<file path="src/rtl/stack_game_pkg.sv">
// Shared types and constants for the stacking-game controller.
package stack_game_pkg;

  localparam int BLOCK_W = 8;
  localparam logic [BLOCK_W-1:0] INIT_BLOCK_DEFAULT = 8'b00111000;

  typedef enum logic [2:0] {
    S_IDLE,
    S_LOAD,
    S_RUN,
    S_LAND,
    S_WIN,
    S_LOSE
  } state_t;

  // Shift period for a row; speedup shortens it per row down to a floor.
  function automatic int step_period(input int base, input int dec, input int minp,
                                     input int row, input bit speedup);
    int p;
    p = base;
    if (speedup) begin
      p = base - row * dec;
      if (p < minp) p = minp;
    end
    return p;
  endfunction

endpackage

</file>
<file path="src/rtl/stack_game_ctrl_if.sv">
// Controller-to-shifter link: block feedback in, step/load strobes out.
interface stack_game_ctrl_if;

  logic [stack_game_pkg::BLOCK_W-1:0] curBlock;
  logic [stack_game_pkg::BLOCK_W-1:0] loadBlock;
  logic                               stepPulse;
  logic                               loadEn;

  modport master (input curBlock, output stepPulse, output loadEn, output loadBlock);
  modport slave  (output curBlock, input stepPulse, input loadEn, input loadBlock);

endinterface

</file>
<file path="src/rtl/stack_game_ctrl_btn_edge.sv">
// Button level register with rising-edge detect.
module btn_edge (
  input  logic clk,
  input  logic rst_n,
  input  logic level,
  output logic rise
);

  logic prev;

  always_ff @(posedge clk or negedge rst_n) begin
    if (!rst_n) prev <= 1'b0;
    else        prev <= level;
  end

  assign rise = level & ~prev;

endmodule

</file>
<file path="src/rtl/stack_game_ctrl.sv">
// Stacking-game controller: drives a block shifter, lands blocks on a stack.
// Optional per-row speedup of the shift period under macro STACK_SPEEDUP_EN.
module stack_game_ctrl
  import stack_game_pkg::*;
#(
  parameter int                 ROWS        = 8,
  parameter logic [BLOCK_W-1:0] INIT_BLOCK  = INIT_BLOCK_DEFAULT,
  parameter int                 BASE_PERIOD = 16,
  parameter int                 PERIOD_DEC  = 2,
  parameter int                 MIN_PERIOD  = 4
) (
  input  logic                 clk,
  input  logic                 rst_n,
  input  logic                 startBtn,
  input  logic                 stopBtn,
  stack_game_ctrl_if.master    sh,
  input  logic [2:0]           rdRow,
  output logic [BLOCK_W-1:0]   rdData,
  output logic [2:0]           curRow,
  output logic [3:0]           score,
  output logic                 gameOver,
  output logic                 gameWin
);

`ifdef STACK_SPEEDUP_EN
  localparam bit SPEEDUP = 1'b1;
`else
  localparam bit SPEEDUP = 1'b0;
`endif
  localparam int PMAX  = (BASE_PERIOD > MIN_PERIOD) ? BASE_PERIOD : MIN_PERIOD;
  localparam int CNT_W = $clog2(PMAX);

  state_t             state, state_nxt;
  logic               start_rise, stop_rise;
  logic [BLOCK_W-1:0] stack [8];
  logic [BLOCK_W-1:0] landed, next_block, below;
  logic [CNT_W-1:0]   step_cnt, period_m1;
  logic               step_wrap;
  logic               game_clear, land_capture, land_write, cnt_clear, cnt_run;
  logic               step_pulse, load_en;

  btn_edge u_start_edge (.clk(clk), .rst_n(rst_n), .level(startBtn), .rise(start_rise));
  btn_edge u_stop_edge  (.clk(clk), .rst_n(rst_n), .level(stopBtn),  .rise(stop_rise));

  assign period_m1 = CNT_W'(step_period(BASE_PERIOD, PERIOD_DEC, MIN_PERIOD,
                                        int'(curRow), SPEEDUP) - 1);
  assign step_wrap = (step_cnt == period_m1);
  assign below     = (curRow == 3'd0) ? '1 : stack[curRow - 3'd1];

  always_ff @(posedge clk or negedge rst_n) begin
    if (!rst_n) state <= S_IDLE;
    else        state <= state_nxt;
  end

  always_comb begin
    state_nxt    = state;
    game_clear   = 1'b0;
    land_capture = 1'b0;
    land_write   = 1'b0;
    cnt_clear    = 1'b0;
    cnt_run      = 1'b0;
    step_pulse   = 1'b0;
    load_en      = 1'b0;
    case (state)
      S_IDLE, S_WIN, S_LOSE: begin
        if (start_rise) begin
          game_clear = 1'b1;
          state_nxt  = S_LOAD;
        end
      end
      S_LOAD: begin
        load_en   = 1'b1;
        cnt_clear = 1'b1;
        state_nxt = S_RUN;
      end
      S_RUN: begin
        // A stop wins over a coinciding step so the captured block is the one shown.
        if (stop_rise) begin
          land_capture = 1'b1;
          state_nxt    = S_LAND;
        end else begin
          cnt_run    = 1'b1;
          step_pulse = step_wrap;
        end
      end
      S_LAND: begin
        if (landed == '0) begin
          state_nxt = S_LOSE;
        end else begin
          land_write = 1'b1;
          state_nxt  = (int'(curRow) == ROWS - 1) ? S_WIN : S_LOAD;
        end
      end
      default: state_nxt = S_IDLE;
    endcase
  end

  always_ff @(posedge clk or negedge rst_n) begin
    if (!rst_n) begin
      stack      <= '{default: '0};
      curRow     <= '0;
      score      <= '0;
      next_block <= '0;
      landed     <= '0;
      step_cnt   <= '0;
    end else begin
      if (game_clear) begin
        stack      <= '{default: '0};
        curRow     <= '0;
        score      <= '0;
        next_block <= INIT_BLOCK;
      end
      if (land_capture) landed <= sh.curBlock & below;
      if (land_write) begin
        stack[curRow] <= landed;
        score         <= score + 4'd1;
        if (int'(curRow) != ROWS - 1) begin
          curRow     <= curRow + 3'd1;
          next_block <= landed;
        end
      end
      if (cnt_clear || (cnt_run && step_wrap)) step_cnt <= '0;
      else if (cnt_run)                        step_cnt <= step_cnt + CNT_W'(1);
    end
  end

  assign sh.stepPulse = step_pulse;
  assign sh.loadEn    = load_en;
  assign sh.loadBlock = next_block;
  assign rdData       = (int'(rdRow) < ROWS) ? stack[rdRow] : '0;
  assign gameOver     = (state == S_LOSE);
  assign gameWin      = (state == S_WIN);

endmodule

</file>
<file path="src/flat_wrapper.sv">
// flat-port wrapper written by rule: the top's interface ports become plain ports
module stack_game_ctrl_flat import stack_game_pkg::*;
#(
  parameter int                 ROWS        = 8,
  parameter logic [BLOCK_W-1:0] INIT_BLOCK  = INIT_BLOCK_DEFAULT,
  parameter int                 BASE_PERIOD = 16,
  parameter int                 PERIOD_DEC  = 2,
  parameter int                 MIN_PERIOD  = 4
)
  (clk, rst_n, startBtn, stopBtn, rdRow, rdData, curRow, score, gameOver, gameWin, sh_curBlock, sh_stepPulse, sh_loadEn, sh_loadBlock);
  stack_game_ctrl_if sh_i ();
  input  logic clk;
  input  logic rst_n;
  input  logic startBtn;
  input  logic stopBtn;
  input  logic [2:0] rdRow;
  output logic [BLOCK_W-1:0] rdData;
  output logic [2:0] curRow;
  output logic [3:0] score;
  output logic gameOver;
  output logic gameWin;
  input wire logic [$bits(sh_i.curBlock)-1:0] sh_curBlock;
  output wire logic [$bits(sh_i.stepPulse)-1:0] sh_stepPulse;
  output wire logic [$bits(sh_i.loadEn)-1:0] sh_loadEn;
  output wire logic [$bits(sh_i.loadBlock)-1:0] sh_loadBlock;
  assign sh_i.curBlock = sh_curBlock;
  assign sh_stepPulse = sh_i.stepPulse;
  assign sh_loadEn = sh_i.loadEn;
  assign sh_loadBlock = sh_i.loadBlock;
  stack_game_ctrl #(.ROWS(ROWS), .INIT_BLOCK(INIT_BLOCK), .BASE_PERIOD(BASE_PERIOD), .PERIOD_DEC(PERIOD_DEC), .MIN_PERIOD(MIN_PERIOD)) u_core (.clk(clk), .rst_n(rst_n), .startBtn(startBtn), .stopBtn(stopBtn), .sh(sh_i), .rdRow(rdRow), .rdData(rdData), .curRow(curRow), .score(score), .gameOver(gameOver), .gameWin(gameWin));
endmodule
</file>
<file path="config.mk">
export PLATFORM = sky130hd
export DESIGN_NAME = stack_game_ctrl_flat
export DESIGN_NICKNAME = d
export VERILOG_FILES = /design/src/rtl/stack_game_pkg.sv /design/src/rtl/stack_game_ctrl_if.sv /design/src/rtl/stack_game_ctrl_btn_edge.sv /design/src/rtl/stack_game_ctrl.sv /design/src/flat_wrapper.sv
export SDC_FILE = /design/constraint.sdc
export NUM_CORES = 1
export LEC_CHECK = 0
export BUFFER_PORTS_ARGS = -buffer_cell sky130_fd_sc_hd__buf_2
export CORE_MARGIN = 2
export CORE_UTILIZATION = 38
export DETAILED_ROUTE_END_ITERATION = 8
export PLACE_DENSITY = 0.63
export SETUP_SLACK_MARGIN = 0.15
export SLEW_MARGIN = 20
export SYNTH_ARGS = -nofsm -noshare
export SYNTH_HDL_FRONTEND = slang
export SYNTH_HIERARCHICAL = 1
export SYNTH_SLANG_ARGS = --single-unit
</file>
<file path="constraint.sdc">
create_clock -name clk -period 4.7 [get_ports clk]
set_clock_uncertainty 0.15 [all_clocks]
set_input_delay 0.94 -clock clk [delete_from_list [all_inputs] [get_ports clk]]
set_output_delay 0.94 -clock clk [all_outputs]
set_load 0.05 [all_outputs]
</file>
==> flow_summary.yaml <==
drt:
  vias: 3869
  drc: 0
  wirelength_um: 13300
  post_drt_wl_per_cell_um: 19.0
  drt_iter0_markers: 410
  drt_pass1_iterations: 6
  ant_nets: 0
  via_per_inst: 5.54
yosys:
  synthArstFlopShare_pct: 100
  ys_seq_elements: 96
  synth_top_area_share_pct: 45.8
  netlist_area_um2: 5250
  yosysWarnings: 6
  synth_area_leader_cell: "dfrtp_1"
  synth_ff_type: "dfrtp_1"
  synth_fp_nets: 521
  yosys-top-cells-area: "dfrtp_1 46%, mux4_2 14%, nand2_1 11%"
  synth-seq-area-share_pct: 45.8
  synthCells: 500
  synth.avg_cell_area_um2: 10.5
  synth-edff-count: 0
  netlist-cell-type-count: 41
critical_path:
  crit_path_frequent_cell: "buf_2"
  cp_num_buf_inv: 2
  critPathSlowestCell: "mux4_2"
  worst_setup_path_end_kind: "output port"
  arrival_ps: 2510
  cp_top_family: "multiplexers"
  cp-start-kind: "input port"
  required_ps: 3610
  cp_max_fo: 16
  path_class: "in -> out"
  path_cells: "buf_2 -> mux4_2 -> mux2_2 -> buf_2"
  slowest_delay_ps: 590
sta:
  hold_viol_final: 0
  fin_setup_tns_ps: 0
  max_slew_margin_pct: 28.0
  rsz0062_at_grt: "false"
  setup_viol: 0
  tightest_slew_ps: 1080
  final.period_utilization_pct: 76.6
  setup_ws_ps: 1100
  fin_crit_ps: 3600
  fmax_ghz: 0.278
  slew_viol_final: 0
  holdWs_ps: 350
clock_tree:
  cts_max_path_buffers: 2
  root_buffer: "clkbuf_16"
  htreeDepth: 3
  holdBufCountCts: 0
  cts_setup_buffers: 0
  insertion_delay_ps: 350
  numCtsBuffers: 9
  clkSinkCount: 96
  ctsResizeCount: 0
  cts.reportedPaths.clkPinSlew_ps: 70
  tritoncts: "yes"
global_routing:
  grt_max_degree: 79
  grt_pass1_wl_um: 21300
  grt_overflow: 0
  first_global_vias: 3746
  grt_busiest_layer: "met2"
  grt_use_met1_pct: 26.7
  antenna_found_initial: 0
  use_met2_pct: 31.0
  grt_util_met3_pct: 3.52
  grt_usage_pct: 19.1
floorplan:
  dieWidth_um: 121
  dieArea_um2: 14800
  std_cell_rows: 42
  io_pins: 42
  initial_core_util_pct: 39.3
  die_h_um: 121
  core_area_um2: 13300
placed_design:
  dp_cells: 680
  dpl_worst_slack_ps: 1100
  dp_hpwl_um: 8680
  port_buffers: 41
  globalplace.congestion: 0.797
  post_dp_cell_area_um2: 5500
run:
  max_cap_viol_count: 0
final_layout:
  fin_cells: 698
  fin_area_um2: 5830
  mostFrequentLayoutCells: "159 x nand2_1, 96 x dfrtp_1, 74 x o21ai_0"
  fill_cells: 1253
  drive_gt1_share_pct: 23.2
  final_common_cell: "nand2_1"
  utilization_pct: 43.7
  antennaDiodeCount: 0
  syn2layout_area_growth_pct: 11.2
  fin_nets: 538
worst_hold_path:
  hp-class: "reg -> reg"
power_and_ir_drop:
  p_per_area_nw_per_um2: 588
  peakVddDrop_mv: 0.219
  total_power_mw: 3.43
  p_leak_nw: 2.41
outcome:
  status: "completed"
## worst paths after layout
path / end / cells after the start / slack [ps] / start
setup / recovery: rdData[6] / 4 / 1100 / rdRow[0]
hold / removal: u_core/score[2] / 1 / 350 / u_core/score[2]
setup reg to reg: u_core/landed[5] / 5 / 1800 / u_core/curRow[1]
hold reg to reg: u_core/score[2] / 1 / 350 / u_core/score[2]
max in group asynchronous: u_core/stack[60] / 2 / 3150 / rst_n
min in group asynchronous: u_core/step_cnt[3] / 1 / 470 / rst_n
## cell usage after synthesis, types with 2 or more instances
cell type / number
a21oi_1: 3
o21ai_1: 9
buf_4: 7
nor4_4: 2
o22ai_1: 3
o21ai_0: 74
mux4_2: 32
a2111oi_4: 8
nand3_1: 2
mux2_2: 9
nor3_1: 2
xnor2_1: 3
inv_1: 2
buf_2: 11
mux2i_1: 4
nand2_1: 159
xor2_1: 2
o221ai_1: 8
ha_1: 6
dfrtp_1: 96
buf_1: 8
nor2b_4: 2
nor2_1: 14
buf_6: 2
clkbuf_1: 13
nand2b_1: 4
## report_power, final
part | switching [mW] | internal (mW) | total, mW | leakage (nW)
sequential | 0.285 | 1.02 | 1.30 | 1.30
clock | 0.329 | 0.418 | 0.748 | 0.141
combinational | 0.906 | 0.476 | 1.38 | 0.968
## layer usage
| metal | up-vias | part of all wire, % |
|---|---|---|
| met5 | - | 0 |
| met4 | 0 | 1.2 |
| met3 | 15 | 6.1 |
| met2 | 114 | 49 |
| met1 | 1953 | 44 |
| li1 | 1787 | - |
## worst reg2reg max path, cell delays in order, from the launching register on
cell,delay (ps)
dfrtp_1,690
inv_2,240
ha_1,930
mux4_2,440
o221ai_1,220
o21ai_0,110
## cells by family after synthesis
kind of cell / after synthesis / share of synthesized area [%]
compound gates: 110 / 15.0
xor+xnor: 5 / 0.835
fa+ha+maj: 6 / 1.43
buf+inv: 45 / 4.29
flops: 96 / 45.8
mux: 46 / 16.7
simple gates: 192 / 15.9
## sequential cells by signal, summed over array words and instances, names as in the netlist
signal,cells
u_core/stack,64
u_core/landed,8
u_core/sh.loadBlock,8
u_core/score,4
u_core/step_cnt,4
u_core/curRow,3
u_core/state,3
u_core/u_start_edge/prev,1
u_core/u_stop_edge/prev,1
## layout make-up
type,count,area (µm²),share of cell area (%)
Clock buffer,11,233,3.99
Multi-Input combinational cell,359,2630,45.1
Tap cell,176,220,3.78
Clock inverter,5,63.8,1.09
Sequential cell,96,2400,41.2
Inverter,3,11.3,0.193
Timing Repair Buffer,48,272,4.66
No activity file was read; power rests on OpenSTA's default activity.
